### src/rtl/imem_stream_loader.sv
// rtl/imem_stream_loader.sv - byte-stream instruction memory loader
// Assembles framed big-endian words into imem and holds the CPU in reset until done.
module imem_stream_loader #(
  parameter logic [31:0] BASE_ADDR = 32'h0000_3000,
  parameter int unsigned DEPTH     = 1024
) (
  input  logic        clk,
  input  logic        rst,
  input  logic        in_valid,
  input  logic [7:0]  in_data,
  output logic        in_ready,
  output logic        imem_we,
  output logic [31:0] imem_addr,
  output logic [31:0] imem_wdata,
  output logic        cpu_rst,
  output logic        load_done,
  output logic        load_err
);

  typedef enum logic [2:0] {HDR_HI, HDR_LO, DATA, DONE, ERR} state_t;

  state_t      state;
  state_t      state_next;
  logic [15:0] count;
  logic [15:0] word_idx;
  logic [1:0]  byte_idx;
  logic [23:0] shift;
  logic        accept;
  logic [15:0] hdr_count;
  logic        word_end;
  logic        word_last;

  assign accept    = in_valid && in_ready;
  assign hdr_count = {count[15:8], in_data};
  assign word_end  = (byte_idx == 2'd3);
  assign word_last = word_end && (word_idx == count - 16'd1);

  always_comb begin
    state_next = state;
    case (state)
      HDR_HI: if (accept) state_next = HDR_LO;
      HDR_LO: begin
        if (accept) begin
          if (hdr_count == 16'd0)            state_next = DONE;
          else if (32'(hdr_count) > DEPTH)  state_next = ERR;
          else                               state_next = DATA;
        end
      end
      DATA:    if (accept && word_last) state_next = DONE;
      default: state_next = state;
    endcase
  end

  always_ff @(posedge clk or negedge rst) begin
    if (!rst) begin
      state      <= HDR_HI;
      count      <= '0;
      word_idx   <= '0;
      byte_idx   <= '0;
      shift      <= '0;
      in_ready   <= 1'b0;
      imem_we    <= 1'b0;
      imem_addr  <= BASE_ADDR;
      imem_wdata <= '0;
      cpu_rst    <= 1'b0;
      load_done  <= 1'b0;
      load_err   <= 1'b0;
    end else begin
      state     <= state_next;
      // Registered ready follows the next state so it drops with the final write
      in_ready  <= (state_next == HDR_HI) || (state_next == HDR_LO) || (state_next == DATA);
      imem_we   <= 1'b0;
      load_done <= (state == DONE);
      cpu_rst   <= (state == DONE);
      load_err  <= (state == ERR);
      if (accept) begin
        case (state)
          HDR_HI: count[15:8] <= in_data;
          HDR_LO: count[7:0]  <= in_data;
          DATA: begin
            shift    <= {shift[15:0], in_data};
            byte_idx <= byte_idx + 2'd1;
            if (word_end) begin
              imem_we    <= 1'b1;
              imem_addr  <= BASE_ADDR + {14'b0, word_idx, 2'b00};
              imem_wdata <= {shift, in_data};
              word_idx   <= word_idx + 16'd1;
            end
          end
          default: ;
        endcase
      end
    end
  end

endmodule

### config.mk
export PLATFORM = sky130hd
export DESIGN_NAME = imem_stream_loader
export DESIGN_NICKNAME = d
export VERILOG_FILES = /design/src/rtl/imem_stream_loader.sv
export SDC_FILE = /design/constraint.sdc
export NUM_CORES = 1
export LEC_CHECK = 0
export CORE_ASPECT_RATIO = 1.2
export CORE_UTILIZATION = 54
export DETAILED_ROUTE_END_ITERATION = 8
export PLACE_DENSITY = 0.8
export SYNTH_ARGS = -nofsm -noshare
export SYNTH_HDL_FRONTEND = slang
export SYNTH_SLANG_ARGS = --single-unit
### constraint.sdc
create_clock -name clk -period 3.9 [get_ports clk]
set_clock_uncertainty 0.2 [all_clocks]
set_input_delay 0.585 -clock clk [delete_from_list [all_inputs] [get_ports clk]]
set_output_delay 0.585 -clock clk [all_outputs]
set_load 0.02 [all_outputs]
* Word-level counts from Yosys, hierarchy flattened *
Index checks and enable logic that the tools add are counted.

storage, ports and cells
  flip-flop bits (word level) = 129
  logic and storage cells = 46

operators by class
  add/sub/neg operators = 4
  $lt $le $gt $ge = 1
  equality and inequality tests = 8
  muxes and demuxes = 9
  reductions and logical operators = 12

operators by type and width
  cell                                                             number
  adder 14 x 18 -> 19 bit, first input constant                    1
  adder 16 x 1 -> 16 bit, second input constant                    1
  == test 16 bit                                                   1
  greater-than comparator 16 x 11 -> 1 bit, second input constant  1
  logical NOT 16 bit                                               1
  subtractor 16 x 1 -> 16 bit, second input constant               1
  two-way mux 3 bit                                                5
  == test 3 x 2 -> 1 bit, second input constant                    3
  one-hot mux 3 bit (3 select lines)                               1
  == test 3 x 1 -> 1 bit, second input constant                    2
  logical NOT 3 bit                                                2
  AND reduction 2 bit                                              3
  == test 3 bit, second input constant                             1
  logical AND 1 bit                                                3
  two-way mux 1 bit                                                3
  AND reduction 3 bit                                              1
  adder 2 x 1 -> 2 bit, second input constant                      1
  == test 2 bit, second input constant                             1
  logical OR 1 bit                                                 2

* Longest topological paths before layout *
Gate-level depths: netlist of run 1.

  depth in word-level cells = 9
  mapped depth = 11
  mapped depth without buffers = 8

* Worst setup path after synthesis of run 1 *
OpenSTA, ideal clock, no wires.

  path type = reg-to-reg
  start = register count[0]
  end = register in_ready
  arrival = 2,413 ps
  setup slack = 1,168 ps
  stages on the path, launching flop included = 12
  cell sequence = dfrtp_1 clkbuf_1 inv_1 ha_1 buf_2 or4b_1 clkbuf_1 or4_1 a21oi_1 or3_1 o2111ai_1 o21ba_1

between the ends
  word-level cells in the longest chain between the ends = 9

ends and longest elaborated chain
  element                                                             RTL line  text
  from (decl)                                                         24        logic [15:0] count;
  from (signal assigned)                                              79        HDR_LO: count[7:0] <= in_data;
  subtractor 16 x 1 -> 16 bit (*)                                     36        assign word_last = word_end && (word_idx == count - 16'd1);
  == test 16 bit (*)                                                  36
  logical AND 1 bit (*)                                               36
  logical AND 1 bit (*)                                               49        DATA: if (accept && word_last) state_next = DONE;
  two-way mux 3 bit (*)                                               49
  one-hot mux 3 bit (3 select lines) (*)                              40        case (state)
  == test 3 x 1 -> 1 bit / logical NOT 3 bit (equally long branches)  71        in_ready <= (state_next == HDR_HI) || (state_next == HDR_LO) || (state_next == DATA);
  logical OR 1 bit                                                    71
  logical OR 1 bit (*)                                                71
  to (signal assigned)                                                71
  to (decl)                                                           11        output logic in_ready,

Every way passes the cells marked *; elsewhere a longest branch is shown, timed or not.
A chain may end at the register's enable or synchronous reset.

* Final worst setup path of run 1 *
Ends and elaborated chain as after synthesis.

==> metrics.txt, run 1 <==
commonest non-fill, non-tap cell in the layout nand2_1; share of cells above drive strength 1 0.1566; Final period util 0.7639; Final Setup Violations 0; PwrDens 423.9 mW/mm2; Worst path top cell family by delay simple AND/OR/NAND/NOR gates; wire per inst 15.36 um; Area Overhead vs Synth 23.52%; drt pass-1 iters 4; dpl cells roughly 670; initial core utilization 0.5546; Primary FF master, synth dfrtp_1; fmax between 300 and 400 MHz; port bufs 64; Core Area roughly 0.0095 mm2; Num CTS Buffers 17; endpoints failing hold 0; Lkg Pwr 3.280 nW; synth unique cells 52; sequential share of the synthesized area 0.5439; mapped cell area 0.005250 mm2; Remaining Overflow, GRT 0; GRT Resource Usage Total 0.2349; clock buffer depth 2; worst r2r path cells 8; Ys Warns 0; # rows 39; first-pass GRT wire length ~18,000 um; DP HPWL between 7000 and 8000 um; Die Width a little over 90 um; vias per cell around 5.3; CTS Root Cell clkbuf_16; RSZ-0062 raised after global routing false; cell area after layout roughly 0.0065 mm2; Synth area leaders dfrtp_1, nand2_1, mux2_2, xnor2_1, xor2_1; TNS Setup 0 ns; Seq cells post-synth approximately 110; initial antenna violation count 0; CP Class register to register; Pins Over Slew Limit 0; Antenna diodes 0; Die ar. just over 0.01 mm2; DRT met1 WL approximately 4700 um; Vias approximately 3,800; Slew @ Worst Pin 1.067 ns; crit path capture type register; VDD IR max between 0.3 and 0.4 mV; largest area contributor in the netlist dfrtp_1; gpl congestion just over 0.9; crit-path cells inv_1 -> ha_1 -> or4b_1 -> or4_1 -> a21oi_1 -> or3_1 -> o2111ai_1 -> o21ba_1; post-CTS sizing 0; Post-DRT Antenna Nets 0; post-synth top area share 0.5338; worst flop-to-flop path endpoint in_ready; register clock-pin slew on the reported worst setup and hold paths approximately 0.06 ns; die height 110.0 um; I/O pins 80; H-tree depth 4; CP arrival approximately 3.1 ns; DRC viols 0; max_cap viols 0; Critical Path Fanout Max 10; Hold Crit Class input port to async pin; non-filler cells, final 704; Post-synth EDFFs 0; hold_buf cts 0; Clk Latency, worst-skew pair between 0.4 and 0.5 ns; post-route minimum period between 2 and 3 ns; Placed Area 0.005899 mm2; Total Nets Final 584; Clock Sinks between 100 and 150; Avg Synthesized Cell Area roughly 10 um2; WHS 0.1855 ns; CTS tree yes; pin count of the biggest net entering global routing 89; wire length on met3 557 um; Total Wirelength 10,810 um; max incr delay on CP roughly 0.58 ns; crit path buf inv count 1; Post-CTS Setup Bufs 0; Worst EP required 4.00 ns; highest metal used met4; CP Launch Type register; Slew HR 0.2889; Mapped Cells about 510; vias in the first global route 3,674; R2R Setup Slk between 0.9 and 1 ns; WL met2 roughly 5400 um; most frequent cells in the layout nand2_1, dfrtp_1, clkdlybuf4s50_1; Async SR Flop Fraction 1.000; status completed; slowest stage cell, crit path or4b_1; R2R Path Start count[0]; DR iter-0 viols 407
-- logic make-up (layout without fill, tap and decap cells) --
family,after synthesis,in the layout,synth area share
AOI/OAI and AO/OA,34,34,0.04624
xor gates and xnor gates,40,40,0.06673
DFF,114,114,0.5439
muxes,42,42,0.08985
and+or+nand+nor,221,221,0.1890
buffers and inverters,50,110,0.05171
adders and majority gates,5,5,0.01192
other,1,15,0.0007143
-- state kept, by name (all words and copies together), names as in the netlist --
name	flops
in_ready	1
count	16
imem_we	1
shift	24
imem_addr	17
state	3
load_err	1
word_idx	16
load_done	1
byte_idx	2
imem_wdata	32
-- worst max-delay path by stage --
| stage | from | end | slack [ns] | cells after the start |
|---|---|---|---|---|
| finish | count[0] | in_ready | 0.92 | 8 |
| global route | count[0] | in_ready | 0.79 | 8 |
| CTS | count[0] | in_ready | 0.95 | 8 |
| detailed placement | in_valid | word_idx[13] | 0.89 | 8 |
| global placement | in_valid | word_idx[13] | 0.97 | 8 |
| floorplan | count[0] | in_ready | 1.17 | 11 |
-- metal layers --
metal,vias up,global-route usage
met5,-,0
met4,0,0.1038
met3,17,0.06310
met2,117,0.3865
met1,1827,0.2939
li1,1793,-
-- layout make-up --
type / count / area [um2]
flip-flops and latches: 114 / 2855
inverters: 9 / 33.78
clock inverters: 15 / 160.2
clock buffers: 17 / 425.4
well taps: 123 / 153.9
multi-input cells: 357 / 2181
repair buffers: 69 / 675.6
fillers: 715 / 2982
-- stage by stage --
stage / power (mW) / worst slack [ns] / utilization
3_3_place_gp: 1.259 / 0.9664 / 0.6232
2_1_floorplan: 1.230 / 1.168 / -
5_1_grt: 2.834 / 0.7870 / 0.6850
6_report: 2.749 / 0.9208 / 0.6850
3_5_place_dp: 1.260 / 0.8917 / 0.6232
4_1_cts: 2.774 / 0.9462 / 0.6850
-- synthesized netlist by cell type, types with 2 or more instances --
cell      instances
nand4_1           5
a21oi_1           5
dfrtp_1         112
inv_1             9
nor4_1            8
buf_6             3
nand2_1         148
or4_1             3
and3_1            6
nand3b_1          2
xor2_1           20
or3_1             2
dfstp_2           2
nor2_1           19
clkbuf_1         17
ha_1              5
a31oi_1           2
buf_1             4
nand3_1           8
or2b_2            2
nor3_1            7
xnor2_1          20
o21ai_0          13
buf_4            16
mux2_2           41
o311ai_0          2
-- power by group --
part	leakage [nW]	internal [mW]	switching, mW
clock network	0.284	0.945	0.566
registers	1.57	1.18	0
logic	1.43	0.0106	0.0434
-- worst reg2reg max path: cells and delay by family, from the launching register on --
family / cells / cell delay (ns)
flip-flops: 1 / 0.46
AO/OA/AOI/OAI: 3 / 0.50
adder cells (fa/ha/maj): 1 / 0.37
buffers and inverters: 1 / 0.09
AND/OR/NAND/NOR: 3 / 1.25
(Power assumes the default switching activity.)
==> inputs of run 2 (changes only) <==
--- a/config.mk
+++ b/config.mk
@@ -6,9 +6,9 @@
 export NUM_CORES = 1
 export LEC_CHECK = 0
 export CORE_ASPECT_RATIO = 1.2
-export CORE_UTILIZATION = 54
+export CORE_UTILIZATION = 49
 export DETAILED_ROUTE_END_ITERATION = 8
-export PLACE_DENSITY = 0.8
+export PLACE_DENSITY = 0.76
 export SYNTH_ARGS = -nofsm -noshare
 export SYNTH_HDL_FRONTEND = slang
 export SYNTH_SLANG_ARGS = --single-unit
==> constraint.sdc (replaced) <==
create_clock -name clk -period 2.6 [get_ports clk]
set_clock_uncertainty 0.2 [all_clocks]
set_input_delay 0.39 -clock clk [delete_from_list [all_inputs] [get_ports clk]]
set_output_delay 0.39 -clock clk [all_outputs]
set_load 0.02 [all_outputs]
==> run 2 against run 1 <==
Compared with the run above: via count rose by 0.29%; non-clock buffer count rose by 21; sequential share of layout area fell by 1.9 points; critical path type unchanged; largest cell class unchanged; highest routed layer unchanged.
==> metrics.txt, run 2 (synthesis results as in run 1) <==
Post-DRT Antenna Nets 0; CTS tree yes; post-route minimum period ~2.5 ns; Slew HR 0.5971; # rows 41; fmax between 400 and 500 MHz; DRC viols 0; max_cap viols 0; Die ar. between 0.01 and 0.015 mm2; worst r2r path cells 6; R2R Setup Slk just over 0.1 ns; dpl cells 698; CP Launch Type register; R2R Path Start count[4]; Antenna diodes 0; Clock Sinks 114; I/O pins 80; Worst path top cell family by delay simple AND/OR/NAND/NOR gates; hold path depth 2; crit path capture type register; Final period util 0.9613; H-tree depth 4; Area Overhead vs Synth 29.08%; PwrDens 660.8 mW/mm2; vias per cell 5.150; wire per inst about 16 um; Worst EP required 2.71 ns; crit-path cells or4_4 -> or4_1 -> nor3b_2 -> o311a_1 -> nand4_1 -> o21ba_1; Hold Crit Class register to register; non-filler cells, final between 700 and 800; slowest stage cell, crit path or4_4; max FFs per register 32; drt pass-1 iters 4; port bufs between 60 and 70; share of cells above drive strength 1 0.1910; crit path buf inv count 0; CP arrival between 2 and 3 ns; RSZ-0062 raised after global routing false; TNS Setup 0 ns; Core Area about 0.010 mm2; GRT Resource Usage Total 0.2297; Critical Path Fanout Max 11; max incr delay on CP slightly below 0.6 ns; DP HPWL 8048 um; pin count of the biggest net entering global routing 60; Lkg Pwr 3.421 nW; commonest non-fill, non-tap cell in the layout nand2_1; largest reg by FF count imem_wdata; Pins Over Slew Limit 0; die height ~120 um; CTS Root Cell clkbuf_16; gpl congestion approximately 0.91; most frequent cells in the layout nand2_1, dfrtp_1, clkdlybuf4s50_1; Final Setup Violations 0; register clock-pin slew on the reported worst setup and hold paths 0.06 ns; Hold Path End imem_addr[7]; first-pass GRT wire length between 15,000 and 20,000 um; worst flop-to-flop path endpoint in_ready; Die Width roughly 96 um; DR iter-0 viols 182; Total Wirelength between 10,000 and 15,000 um; status completed; VDD IR max between 0.4 and 0.5 mV; initial core utilization 0.5017; endpoints failing hold 0; Num CTS Buffers 17; vias in the first global route ~3,600; Clk Latency, worst-skew pair approximately 0.41 ns; CP Class register to register; Largest regs imem_wdata: 32 flops, shift: 24 flops, imem_addr: 17 flops; initial antenna violation count 0; Total Nets Final between 600 and 700; HP Start imem_addr[7]; Slew @ Worst Pin 0.6043 ns; clock buffer depth 2; Vias roughly 3,800; Remaining Overflow, GRT 0
[run 2: where the power goes]
group | switching, mW | total (mW) | internal [mW]
Combinational | 0.0681 | 0.0949 | 0.0268
Clock | 0.869 | 2.61 | 1.74
Sequential | 0 | 1.78 | 1.78
Total | 0.937 | 4.48 | 3.54
[run 2: what timing repair did]
| action | CTS | global route |
|---|---|---|
| hold buffers | 1 | 0 |
| setup buffers | 0 | 0 |
| hold endpoints to repair | 38 | 0 |
| resized for setup | 0 | 1 |
| endpoints found under the setup margin | 0 | 1 |
[run 2: stage by stage]
| stage | area (um2) | total power, mW | worst slack (ns) | utilization | hold slack (ns) |
|---|---|---|---|---|---|
| finish | 6777 | 4.478 | 0.1006 | 0.6475 | 0.2700 |
| floorplan | 5336 | 1.845 | 0.01635 | - | -0.1056 |
| global placement | 6098 | 1.902 | 0.1256 | 0.5827 | 0.1950 |
| detailed placement | 6098 | 1.903 | 0.1055 | 0.5827 | 0.1992 |
| global route | 6777 | 4.615 | 0.02933 | 0.6475 | 0.2878 |
| CTS | 6773 | 4.527 | 0.09963 | 0.6472 | 0.2748 |
[run 2: cell type report]
cell class | count | area, um2
Multi-Input combinational cell | 357 | 2201
Clock inverter | 14 | 225.2
Timing Repair Buffer | 90 | 860.8
Clock buffer | 18 | 439.2
Tap cell | 129 | 161.4
Fill cell | 827 | 3689
Inverter | 9 | 33.78
Sequential cell | 114 | 2855
[run 2: routing by layer]
metal	wire length, um	track usage	part of all wire
met5	0	0	0
met4	218	0.08824	0.019
met3	506	0.07143	0.043
met2	5794	0.3620	0.50
met1	5166	0.2953	0.44
[run 2: worst min-delay path, cell delays in order (launching register included)]
cell and delay, ns:
dfrtp_1 0.34, nand2_1 0.05, nand2_1 0.05
[run 2: how the worst max path moves through the flow]
stage	startpoint	to	slack, ns	cells past startpoint
CTS	count[1]	in_ready	0.1	8
global route	count[4]	state[0]	0.03	6
finish	count[4]	in_ready	0.10	6
floorplan	count[0]	in_ready	0.02	11
detailed placement	count[4]	in_ready	0.11	6
global placement	in_valid	word_idx[15]	0.13	9
==> inputs of run 3 (changes only) <==
--- a/config.mk
+++ b/config.mk
@@ -7,6 +7,7 @@
 export LEC_CHECK = 0
 export CORE_ASPECT_RATIO = 1.2
 export CORE_UTILIZATION = 49
+export CTS_BUF_LIST = sky130_fd_sc_hd__clkbuf_4 sky130_fd_sc_hd__clkbuf_8 sky130_fd_sc_hd__clkbuf_16
 export DETAILED_ROUTE_END_ITERATION = 8
 export PLACE_DENSITY = 0.76
 export SYNTH_ARGS = -nofsm -noshare
==> results of run 3 <==
Final layout, timing and power as in run 2 (identical DEF).
